## config.mk

```make
export PLATFORM = sky130hd
export DESIGN_NAME = dpram_fifo_ctrl_flat
export DESIGN_NICKNAME = d
export VERILOG_FILES = /design/src/rtl/dpram_fifo_ctrl_pkg.sv /design/src/rtl/dpram_fifo_ctrl_if.sv /design/src/rtl/dpram_fifo_ctrl_obuf.sv /design/src/rtl/dpram_fifo_ctrl.sv /design/src/flat_wrapper.sv
export SDC_FILE = /design/constraint.sdc
export NUM_CORES = 1
export LEC_CHECK = 0
export ABC_AREA = 1
export CAP_MARGIN = 40
export CORE_UTILIZATION = 35
export CTS_CLUSTER_DIAMETER = 150
export CTS_CLUSTER_SIZE = 20
export DETAILED_ROUTE_END_ITERATION = 7
export HOLD_SLACK_MARGIN = 0.08
export MAX_ROUTING_LAYER = met4
export PLACE_DENSITY = 0.63
export SLEW_MARGIN = 10
export SYNTH_ARGS = -nofsm -noshare
export SYNTH_HDL_FRONTEND = slang
export SYNTH_HIERARCHICAL = 1
export SYNTH_SLANG_ARGS = --single-unit
export TNS_END_PERCENT = 100
```

## constraint.sdc

```tcl
create_clock -name clk -period 2.4 [get_ports clk]
set_input_delay 0.36 -clock clk [delete_from_list [all_inputs] [get_ports clk]]
set_output_delay 0.36 -clock clk [all_outputs]
set_load 0.05 [all_outputs]
```

## src/rtl/dpram_fifo_ctrl_pkg.sv

```systemverilog
// Shared defaults and types for the dpram FIFO controller, its wrapper and bench.
package dpram_fifo_ctrl_pkg;

    localparam int DEF_ADDR_WIDTH = 4;
    localparam int DEF_DATA_WIDTH = 4;

    // Per-cycle transfer events decoded by the controller.
    typedef struct packed {
        logic push;
        logic pop;
        logic issue;
    } fifo_evt_t;

endpackage

```

## src/rtl/dpram_fifo_ctrl_if.sv

```systemverilog
// Producer, consumer, RAM-port and status signals of the dpram FIFO controller.
interface dpram_fifo_ctrl_if
    import dpram_fifo_ctrl_pkg::*;
#(
    parameter int ADDR_WIDTH = DEF_ADDR_WIDTH,
    parameter int DATA_WIDTH = DEF_DATA_WIDTH
) ();

    // Both sides use valid/ready: a word moves on a clock edge where valid and ready are both 1;
    // valid never depends on ready, and in_ready is decoded from registers only.
    logic                  in_valid;
    logic                  in_ready;
    logic [DATA_WIDTH-1:0] in_data;
    logic                  out_valid;
    logic                  out_ready;
    logic [DATA_WIDTH-1:0] out_data;
    logic                  ram_wren;
    logic [ADDR_WIDTH-1:0] ram_wraddr;
    logic [DATA_WIDTH-1:0] ram_wrdata;
    logic [ADDR_WIDTH-1:0] ram_rdaddr;
    logic [DATA_WIDTH-1:0] ram_rddata;
    logic [ADDR_WIDTH+1:0] count;
    logic                  full;
    logic                  empty;

    modport slave (
        input  in_valid, in_data, out_ready, ram_rddata,
        output in_ready, out_valid, out_data, ram_wren, ram_wraddr, ram_wrdata,
               ram_rdaddr, count, full, empty
    );

    modport master (
        output in_valid, in_data, out_ready, ram_rddata,
        input  in_ready, out_valid, out_data, ram_wren, ram_wraddr, ram_wrdata,
               ram_rdaddr, count, full, empty
    );

endinterface

```

## src/rtl/dpram_fifo_ctrl_obuf.sv

```systemverilog
// Two-entry show-ahead head buffer: pop shifts first, then a load fills the first free slot.
module dpram_fifo_obuf #(
    parameter int DATA_WIDTH = 4
) (
    input  logic                  clk,
    input  logic                  rstn,
    input  logic                  load_i,
    input  logic [DATA_WIDTH-1:0] load_data_i,
    input  logic                  pop_i,
    output logic [1:0]            ob_cnt_o,
    output logic [DATA_WIDTH-1:0] head_o
);

    logic [1:0][DATA_WIDTH-1:0] ob_q, ob_d;
    logic [1:0]                 cnt_q, cnt_d, cnt_shift;

    always_comb begin
        ob_d      = ob_q;
        cnt_shift = cnt_q;
        if (pop_i) begin
            ob_d[0]   = ob_q[1];
            cnt_shift = cnt_q - 2'd1;
        end
        if (load_i) begin
            if (cnt_shift == 2'd0) begin
                ob_d[0] = load_data_i;
            end else begin
                ob_d[1] = load_data_i;
            end
        end
        cnt_d = cnt_shift + {1'b0, load_i};
    end

    always_ff @(posedge clk or negedge rstn) begin
        if (!rstn) begin
            ob_q  <= '0;
            cnt_q <= 2'd0;
        end else begin
            ob_q  <= ob_d;
            cnt_q <= cnt_d;
        end
    end

    assign ob_cnt_o = cnt_q;
    assign head_o   = ob_q[0];

endmodule

```

## src/rtl/dpram_fifo_ctrl.sv

```systemverilog
// Show-ahead FIFO controller around a registered-read dual-port RAM, 1 push + 1 pop per cycle.
module dpram_fifo_ctrl
    import dpram_fifo_ctrl_pkg::*;
#(
    parameter int ADDR_WIDTH = DEF_ADDR_WIDTH,
    parameter int DATA_WIDTH = DEF_DATA_WIDTH
) (
    input logic             clk,
    input logic             rstn,
    dpram_fifo_ctrl_if.slave bus
);

    localparam int RAM_SIZE   = 2 ** ADDR_WIDTH;
    localparam int OBUF_DEPTH = 2;

    logic [ADDR_WIDTH-1:0] wrptr_q, wrptr_d;
    logic [ADDR_WIDTH-1:0] rdptr_q, rdptr_d;
    logic [ADDR_WIDTH:0]   mem_cnt_q, mem_cnt_d;
    logic                  rd_pending_q, rd_pending_d;
    logic [1:0]            ob_cnt;
    logic [DATA_WIDTH-1:0] ob_head;
    logic                  full;
    logic [2:0]            ob_occ, ob_room;
    fifo_evt_t             evt;

    // A read is issued only if its data is guaranteed a free head slot on arrival.
    always_comb begin
        evt          = '0;
        full         = (mem_cnt_q == (ADDR_WIDTH+1)'(RAM_SIZE));
        evt.push     = bus.in_valid & ~full;
        evt.pop      = (ob_cnt != 2'd0) & bus.out_ready;
        ob_occ       = {1'b0, ob_cnt} + {2'b0, rd_pending_q};
        ob_room      = 3'(OBUF_DEPTH) + {2'b0, evt.pop};
        evt.issue    = (mem_cnt_q != '0) && (ob_occ < ob_room);
        wrptr_d      = wrptr_q + ADDR_WIDTH'(evt.push);
        rdptr_d      = rdptr_q + ADDR_WIDTH'(evt.issue);
        mem_cnt_d    = mem_cnt_q + (ADDR_WIDTH+1)'(evt.push) - (ADDR_WIDTH+1)'(evt.issue);
        rd_pending_d = evt.issue;
    end

    always_ff @(posedge clk or negedge rstn) begin
        if (!rstn) begin
            wrptr_q      <= '0;
            rdptr_q      <= '0;
            mem_cnt_q    <= '0;
            rd_pending_q <= 1'b0;
        end else begin
            wrptr_q      <= wrptr_d;
            rdptr_q      <= rdptr_d;
            mem_cnt_q    <= mem_cnt_d;
            rd_pending_q <= rd_pending_d;
        end
    end

    dpram_fifo_obuf #(
        .DATA_WIDTH (DATA_WIDTH)
    ) u_obuf (
        .clk         (clk),
        .rstn        (rstn),
        .load_i      (rd_pending_q),
        .load_data_i (bus.ram_rddata),
        .pop_i       (evt.pop),
        .ob_cnt_o    (ob_cnt),
        .head_o      (ob_head)
    );

    assign bus.in_ready   = ~full;
    assign bus.ram_wren   = evt.push;
    assign bus.ram_wraddr = wrptr_q;
    assign bus.ram_wrdata = bus.in_data;
    assign bus.ram_rdaddr = rdptr_q;
    assign bus.out_valid  = (ob_cnt != 2'd0);
    assign bus.out_data   = ob_head;
    assign bus.count      = (ADDR_WIDTH+2)'(mem_cnt_q) + (ADDR_WIDTH+2)'(rd_pending_q)
                          + (ADDR_WIDTH+2)'(ob_cnt);
    assign bus.full       = full;
    assign bus.empty      = (bus.count == '0);

endmodule

```

## src/flat_wrapper.sv

```systemverilog
// flat-port wrapper written by rule: the top's interface ports become plain ports
module dpram_fifo_ctrl_flat import dpram_fifo_ctrl_pkg::*;
#(
    parameter int ADDR_WIDTH = DEF_ADDR_WIDTH,
    parameter int DATA_WIDTH = DEF_DATA_WIDTH
)
  (clk, rstn, bus_in_valid, bus_in_data, bus_out_ready, bus_ram_rddata, bus_in_ready, bus_out_valid, bus_out_data, bus_ram_wren, bus_ram_wraddr, bus_ram_wrdata, bus_ram_rdaddr, bus_count, bus_full, bus_empty);
  dpram_fifo_ctrl_if #(.ADDR_WIDTH(ADDR_WIDTH), .DATA_WIDTH(DATA_WIDTH)) bus_i ();
  input logic clk;
  input logic rstn;
  input wire logic [$bits(bus_i.in_valid)-1:0] bus_in_valid;
  input wire logic [$bits(bus_i.in_data)-1:0] bus_in_data;
  input wire logic [$bits(bus_i.out_ready)-1:0] bus_out_ready;
  input wire logic [$bits(bus_i.ram_rddata)-1:0] bus_ram_rddata;
  output wire logic [$bits(bus_i.in_ready)-1:0] bus_in_ready;
  output wire logic [$bits(bus_i.out_valid)-1:0] bus_out_valid;
  output wire logic [$bits(bus_i.out_data)-1:0] bus_out_data;
  output wire logic [$bits(bus_i.ram_wren)-1:0] bus_ram_wren;
  output wire logic [$bits(bus_i.ram_wraddr)-1:0] bus_ram_wraddr;
  output wire logic [$bits(bus_i.ram_wrdata)-1:0] bus_ram_wrdata;
  output wire logic [$bits(bus_i.ram_rdaddr)-1:0] bus_ram_rdaddr;
  output wire logic [$bits(bus_i.count)-1:0] bus_count;
  output wire logic [$bits(bus_i.full)-1:0] bus_full;
  output wire logic [$bits(bus_i.empty)-1:0] bus_empty;
  assign bus_i.in_valid = bus_in_valid;
  assign bus_i.in_data = bus_in_data;
  assign bus_i.out_ready = bus_out_ready;
  assign bus_i.ram_rddata = bus_ram_rddata;
  assign bus_in_ready = bus_i.in_ready;
  assign bus_out_valid = bus_i.out_valid;
  assign bus_out_data = bus_i.out_data;
  assign bus_ram_wren = bus_i.ram_wren;
  assign bus_ram_wraddr = bus_i.ram_wraddr;
  assign bus_ram_wrdata = bus_i.ram_wrdata;
  assign bus_ram_rdaddr = bus_i.ram_rdaddr;
  assign bus_count = bus_i.count;
  assign bus_full = bus_i.full;
  assign bus_empty = bus_i.empty;
  dpram_fifo_ctrl #(.ADDR_WIDTH(ADDR_WIDTH), .DATA_WIDTH(DATA_WIDTH)) u_core (.clk(clk), .rstn(rstn), .bus(bus_i));
endmodule
```

==> reports/qor.csv, run 1 <==
stage;metric;value;unit
grt;grt_start_max_net_pins;25;
synthesis;avgSynthCellArea;9.05;µm²
synthesis;synth_top_area_share;0.405;
timing;max_freq;0.393;GHz
synthesis;synth_cells;164;
synthesis;synth_top_family_by_area;simple AND/OR/NAND/NOR gates;
timing;timing.final.hold_violations;0;
cells_and_area;multi_input_area;803;µm²
timing;setup_ws;-0.147;ns
timing;slew_headroom;0.661;
timing;min_period_over_period;1.06;
cells_and_area;diodes;0;
routing;dr.first_iter.drc_count;61;
placement;dpl_cell_area;0.00198;mm²
placement;dp_hpwl;2160;µm
cts;cts_max_level;1;
cts;cts_inserted_buffers;3;
timing;tightestPinTransition;0.506;ns
cts;insertion_delay;0.26;ns
routing;routed_wl;2660;µm
min_path;hp-class;in2async;
synthesis;ys_types;20;
die;rows;23;
status;violations;setup timing;
synthesis;synthAdderAreaFrac;0.175;
run;drv_cap;0;
routing;first_pass_iters;4;
synthesis;mappedNetlistArea;0.00148;mm²
placement;gp_congestion;0.840;
synthesis;synth_compound_area_frac;0.0202;
die;start_util;0.368;
grt;grt_usage;0.139;
routing;drcViolationCount;0;
synthesis;synth_xor_area_frac;0.0531;
routing;antenna_left;0;
setup_path;startpoint_type;flip-flop;
die;pin_count;39;
synthesis;ys_ff_latch;24;
timing;rsz0062_at_grt;true;
cts;cts_tree;built;
cells_and_area;fin_nets;232;
cells_and_area;num-fill-cells;372;
cts;path_clk_slew;0.08;ns
synthesis;synth_top_area_cell;dfrtp_1;
routing;wl_per_cell;10.6;µm
setup_path;endpoint_kind;output port;
cts;cts_root_buffer;clkbuf_8;
routing;vias_per_cell;4.50;
setup_path;worst-path-max-fanout;2;
die;core;0.00403;mm²
timing;finalCriticalPeriod;2.55;ns
grt;grt_pass1_wl;4690;µm
synthesis;synth_fp_nets;195;
synthesis;ys.warnings.count;6;
synthesis;synth_area_leaders;dfrtp_1 (40%), ha_1 (13%), nand2_1 (12%), buf_4 (4.6%), inv_1 (4.6%);
grt;antenna_found_initial;0;
cells_and_area;final_cell_area;0.00207;mm²
die;die_area;0.00450;mm²
setup_path;crit_required;2.04;ns
cts;ctsLongestPathBuffers;2;
die;die_h;67.1;µm
grt;grt_pass1_vias;1128;
timing;finalMaxSlewViolations;0;
synthesis;synth-simple-area-share;0.240;
timing;finalSetupViolations;2;
timing;skew;0.00512;ns
setup_path;path_class;reg2out;
status;run_status;finished with violations;
synthesis;synth_mux_area_frac;0;
die;die_w;67.1;µm
routing;routed-via-count;1126;
setup_path;arrival;2.19;ns
cells_and_area;area_delta_synth_final;39.4;%
cts;clock_sinks;24;
cells_and_area;drive_above_1_share;0.280;
cells_and_area;seq_area;601;µm²
synthesis;ys_seq_area_frac;0.405;
grt;overflow;0;
placement;io_buffers;30;
cell families after synthesis:
group / count (synthesis)
simple gates: 74
buf+inv: 33
flops: 24
fa+ha+maj: 19
xor+xnor: 9
compound gates: 5
registers in the layout, summed over array words and instances (netlist names):
signal	cells
u_core/rd_pending_q	1
u_core/bus.ram_rdaddr	4
u_core/u_obuf/ob_cnt_o	2
u_core/mem_cnt_q	5
u_core/bus.ram_wraddr	4
u_core/u_obuf/ob_q	4
u_core/u_obuf/head_o	4
worst max-delay path, stage by stage, from the launching register on:
cell      delay [ns]
dfrtp_1         0.37
inv_2           0.05
fa_2            0.36
fa_2            0.54
nand2_1         0.05
nand3b_1        0.14
nor2_1          0.08
nand2_1         0.08
nor2_4          0.10
buf_12          0.14
layer usage:
layer  share of wire  GRT usage  up-vias
met5               0          -        -
met4          0.0094     0.0372        0
met3           0.034     0.0154        2
met2            0.47      0.238       24
met1            0.48      0.172      519
li1                -          -      581
final timing paths:
check                                          start                  endpoint  slack (ns)  depth (start not counted)
max in group asynchronous                       rstn       u_core/mem_cnt_q[3]        1.71                          2
max                        u_core/u_obuf/ob_cnt_o[0]                 bus_empty       -0.15                          9
max reg2reg                      u_core/rd_pending_q       u_core/mem_cnt_q[4]       -0.07                         13
min                                             rstn   u_core/u_obuf/head_o[0]        0.45                          2
min in group clk            u_core/bus.ram_wraddr[3]  u_core/bus.ram_wraddr[3]        0.48                          1
min reg2reg                 u_core/bus.ram_wraddr[3]  u_core/bus.ram_wraddr[3]        0.48                          1
repair_timing:
action / CTS / global route
hold buffers: 0 / 0
setup buffers: 2 / 0
pin swaps: 3 / 0
endpoints found under the setup margin: 2 / 3
gates resized for setup: 5 / 2
endpoints found under the hold margin: 0 / 0
layout by cell type (no fill, tap or decap), types with 2 or more instances in the layout:
cell type / instances
clkdlybuf4s50_1: 21
fa_2: 3
dfrtp_1: 24
buf_4: 13
inv_2: 9
ha_1: 13
buf_12: 7
nor2_4: 2
xnor2_1: 5
nand4_1: 4
nand2_1: 45
nand2_2: 5
xor2_1: 4
nand3b_1: 3
nand3_2: 2
nand2_4: 2
a21oi_1: 2
nand3_1: 8
nand3_4: 2
clkbuf_8: 4
ha_4: 2
inv_1: 13
through the flow:
step	util	setup TNS, ns	cells	setup slack, ns	hold WS [ns]
5_1_grt	0.513	-0.522	250	-0.282	0.474
2_1_floorplan	-	-0.154	164	-0.0809	0.0644
4_1_cts	0.512	-0.248	250	-0.169	0.464
3_5_place_dp	0.492	-0.0883	244	-0.0883	0.465
6_report	0.513	-0.216	250	-0.147	0.446
3_3_place_gp	0.492	-0.0573	244	-0.0573	0.464
cells in the mapped netlist (all sizes together):
master / number
fa: 3
xor2: 4
o21a: 1
o21bai: 1
inv: 24
dfrtp: 24
xnor2: 5
a21oi: 3
nand2: 52
nand4: 4
ha: 16
nand3b: 3
nor2: 3
nand3: 12
buf: 9
cell type report:
class / count / share of cell area
flip-flops and latches: 24 / 0.290
clock buffers: 4 / 0.0266
multi-input cells: 107 / 0.388
repair buffers: 41 / 0.217
well taps: 50 / 0.0302
inverters: 24 / 0.0478
Power of run 1 is not shown: default switching activity piles up to over one toggle a cycle in this logic, so the estimate is an artifact.
==> run 2, diff against run 1 <==
--- a/config.mk
+++ b/config.mk
@@ -9,7 +9,6 @@
 export CAP_MARGIN = 40
 export CORE_UTILIZATION = 35
 export CTS_CLUSTER_DIAMETER = 150
-export CTS_CLUSTER_SIZE = 20
 export DETAILED_ROUTE_END_ITERATION = 7
 export HOLD_SLACK_MARGIN = 0.08
 export MAX_ROUTING_LAYER = met4
==> results of run 2 <==
Final layout, timing and power as in run 1 (identical DEF).
Power of run 2 is left out for the same reason.
==> run 3, diff against run 2 <==
--- a/config.mk
+++ b/config.mk
@@ -12,7 +12,8 @@
 export DETAILED_ROUTE_END_ITERATION = 7
 export HOLD_SLACK_MARGIN = 0.08
 export MAX_ROUTING_LAYER = met4
-export PLACE_DENSITY = 0.63
+export PLACE_DENSITY = 0.61
+export SKIP_LAST_GASP = 1
 export SLEW_MARGIN = 10
 export SYNTH_ARGS = -nofsm -noshare
 export SYNTH_HDL_FRONTEND = slang
==> constraint.sdc (replaced) <==
create_clock -name clk -period 3.2 [get_ports clk]
set_input_delay 0.48 -clock clk [delete_from_list [all_inputs] [get_ports clk]]
set_output_delay 0.48 -clock clk [all_outputs]
set_load 0.05 [all_outputs]
==> reports/qor.csv, run 3 (synthesis results as in run 1) <==
stage;metric;value;unit;change
setup_path;arrival;2.46;ns;+0.27 ns
cells_and_area;final_cell_mix;nand2_1 (46), clkdlybuf4s50_1 (26), dfrtp_1 (24), inv_1 (18), ha_1 (16);;
timing;finalSetupViolations;0;;-2
cts;postCtsHoldBufs;0;;unchanged
cells_and_area;largest_reg_flops;5;;unchanged
setup_path;crit_chain;inv_1, fa_1, nand3b_1, nand2_1, nand2_1, nand2_1, clkdlybuf4s50_1;;
die;rows;23;;unchanged
setup_path;crit_required;2.72;ns;+0.68 ns
timing;finalMaxSlewViolations;0;;unchanged
setup_path;worst-path-max-fanout;6;;+4
run;drv_cap;0;;unchanged
routing;routed_wl;2810;µm;+5.7%
cts;ctsLongestPathBuffers;2;;unchanged
cells_and_area;regMostFlops;u_core/mem_cnt_q;;
timing;fin_tns_setup;0;ns;+0.216 ns
routing;wl_per_cell;11.6;µm;+9.2%
timing;max_freq;0.340;GHz;
placement;dpl_cell_area;0.00180;mm²;-9.0%
placement;gp_congestion;0.799;;-4.8%
cells_and_area;drive_above_1_share;0.146;;-0.134
cells_and_area;num-fill-cells;395;;+6.2%
cts;cts_max_level;1;;unchanged
cts;cts_tree;built;;
timing;slew_headroom;0.656;;-0.00498
cts;clock_sinks;24;;unchanged
die;pin_count;39;;unchanged
setup_path;path_class;reg2out;;
grt;antenna_found_initial;0;;unchanged
cells_and_area;final_cell_area;0.00186;mm²;-10%
grt;grt_pass1_vias;1106;;-2.0%
cts;path_clk_slew;0.08;ns;about the same
cts;cts_root_buffer;clkbuf_8;;
setup_path;endpoint_kind;output port;;
timing;skew;0.00679;ns;+0.00167 ns
min_path;hp-class;reg2reg;;
timing;tightestPinTransition;0.514;ns;+0.00745 ns
cells_and_area;mostFrequentLayoutCell;nand2_1;;
grt;grt_usage;0.144;;+0.00485
setup_path;startpoint_type;flip-flop;;
placement;dp_hpwl;2280;µm;+5.2%
routing;first_pass_iters;4;;unchanged
setup_path;cpMostUsedCell;nand2_1;;
die;start_util;0.368;;unchanged
routing;dr.first_iter.drc_count;57;;-6.6%
routing;antenna_left;0;;unchanged
placement;dp_cells;238;;-2.5%
cts;cts_post_setup_buffers_inserted;0;;-2
grt;overflow;0;;unchanged
timing;whs;0.481;ns;+0.0349 ns
die;core;0.00403;mm²;unchanged
routing;routed-via-count;1106;;-1.8%
cts;cts_resized;0;;-5
cells_and_area;fin_nets;224;;-3.4%
placement;io_buffers;30;;unchanged
cts;insertion_delay;0.26;ns;about the same
cells_and_area;diodes;0;;unchanged
die;die_h;67.1;µm;unchanged
timing;finalCriticalPeriod;2.94;ns;
grt;grt_start_max_net_pins;25;;unchanged
die;die_w;67.1;µm;unchanged
status;run_status;completed;;
die;die_area;0.00450;mm²;unchanged
routing;drcViolationCount;0;;unchanged
cells_and_area;stdcell_count;242;;-3.2%
cts;cts_inserted_buffers;3;;unchanged
setup_path;slowest_delay;0.80;ns;+0.26 ns
grt;grt_pass1_wl;4920;µm;+4.8%
routing;vias_per_cell;4.57;;+1.5%
timing;timing.final.hold_violations;0;;unchanged
timing;rsz0062_at_grt;false;;
timing;min_period_over_period;0.919;;
setup_path;crit_slowest_cell;clkdlybuf4s50_1;;
cells_and_area;area_delta_synth_final;25.3;%;
## run 3: cell count changes in the layout (fill, tap and decap cells not counted), sizes merged
cell / delta
buf: -13
clkdlybuf4s50: +5
inv: +1
clkinvlp: -1
## run 3: cell type report
class | count | area (µm²) | area share
Multi-Input combinational cell | 107 | 726 | 0.390
Inverter | 24 | 90.1 | 0.0485
Tap cell | 50 | 62.6 | 0.0336
Sequential cell | 24 | 601 | 0.323
Clock buffer | 4 | 55.1 | 0.0296
Timing Repair Buffer | 33 | 325 | 0.175
## run 3: metrics by stage
step	setup WS, ns	utilization
after floorplan	0.459	-
after global placement	0.514	0.448
after detailed placement	0.426	0.448
after CTS	0.232	0.461
after global routing	0.128	0.461
final	0.259	0.461
## run 3: worst max-delay path, delay by kind of cell (launching register included)
| kind | cells | cell delay (ns) |
|---|---|---|
| adders and majority gates | 1 | 0.40 |
| buffers and inverters | 2 | 0.90 |
| and+or+nand+nor | 4 | 0.43 |
| DFF | 1 | 0.46 |
## run 3: worst paths after layout
path	startpoint	to	slack, ns	cells past startpoint
setup reg to reg	u_core/u_obuf/ob_cnt_o[0]	u_core/mem_cnt_q[4]	0.60	12
hold / removal	u_core/bus.ram_rdaddr[3]	u_core/bus.ram_rdaddr[3]	0.48	1
max in group asynchronous	rstn	u_core/bus.ram_rdaddr[0]	2.38	2
hold reg to reg	u_core/bus.ram_rdaddr[3]	u_core/bus.ram_rdaddr[3]	0.48	1
min in group asynchronous	rstn	u_core/u_obuf/head_o[3]	0.57	2
setup / recovery	u_core/u_obuf/ob_cnt_o[0]	bus_count[3]	0.26	7
## run 3: metal layers
layer,part of all wire,track usage,vias to the layer above
li1,-,-,565
met1,0.49,0.199,520
met2,0.47,0.224,19
met3,0.031,0.0205,2
met4,0.0068,0.0266,0
met5,0,-,-
Power of run 3 is left out for the same reason.
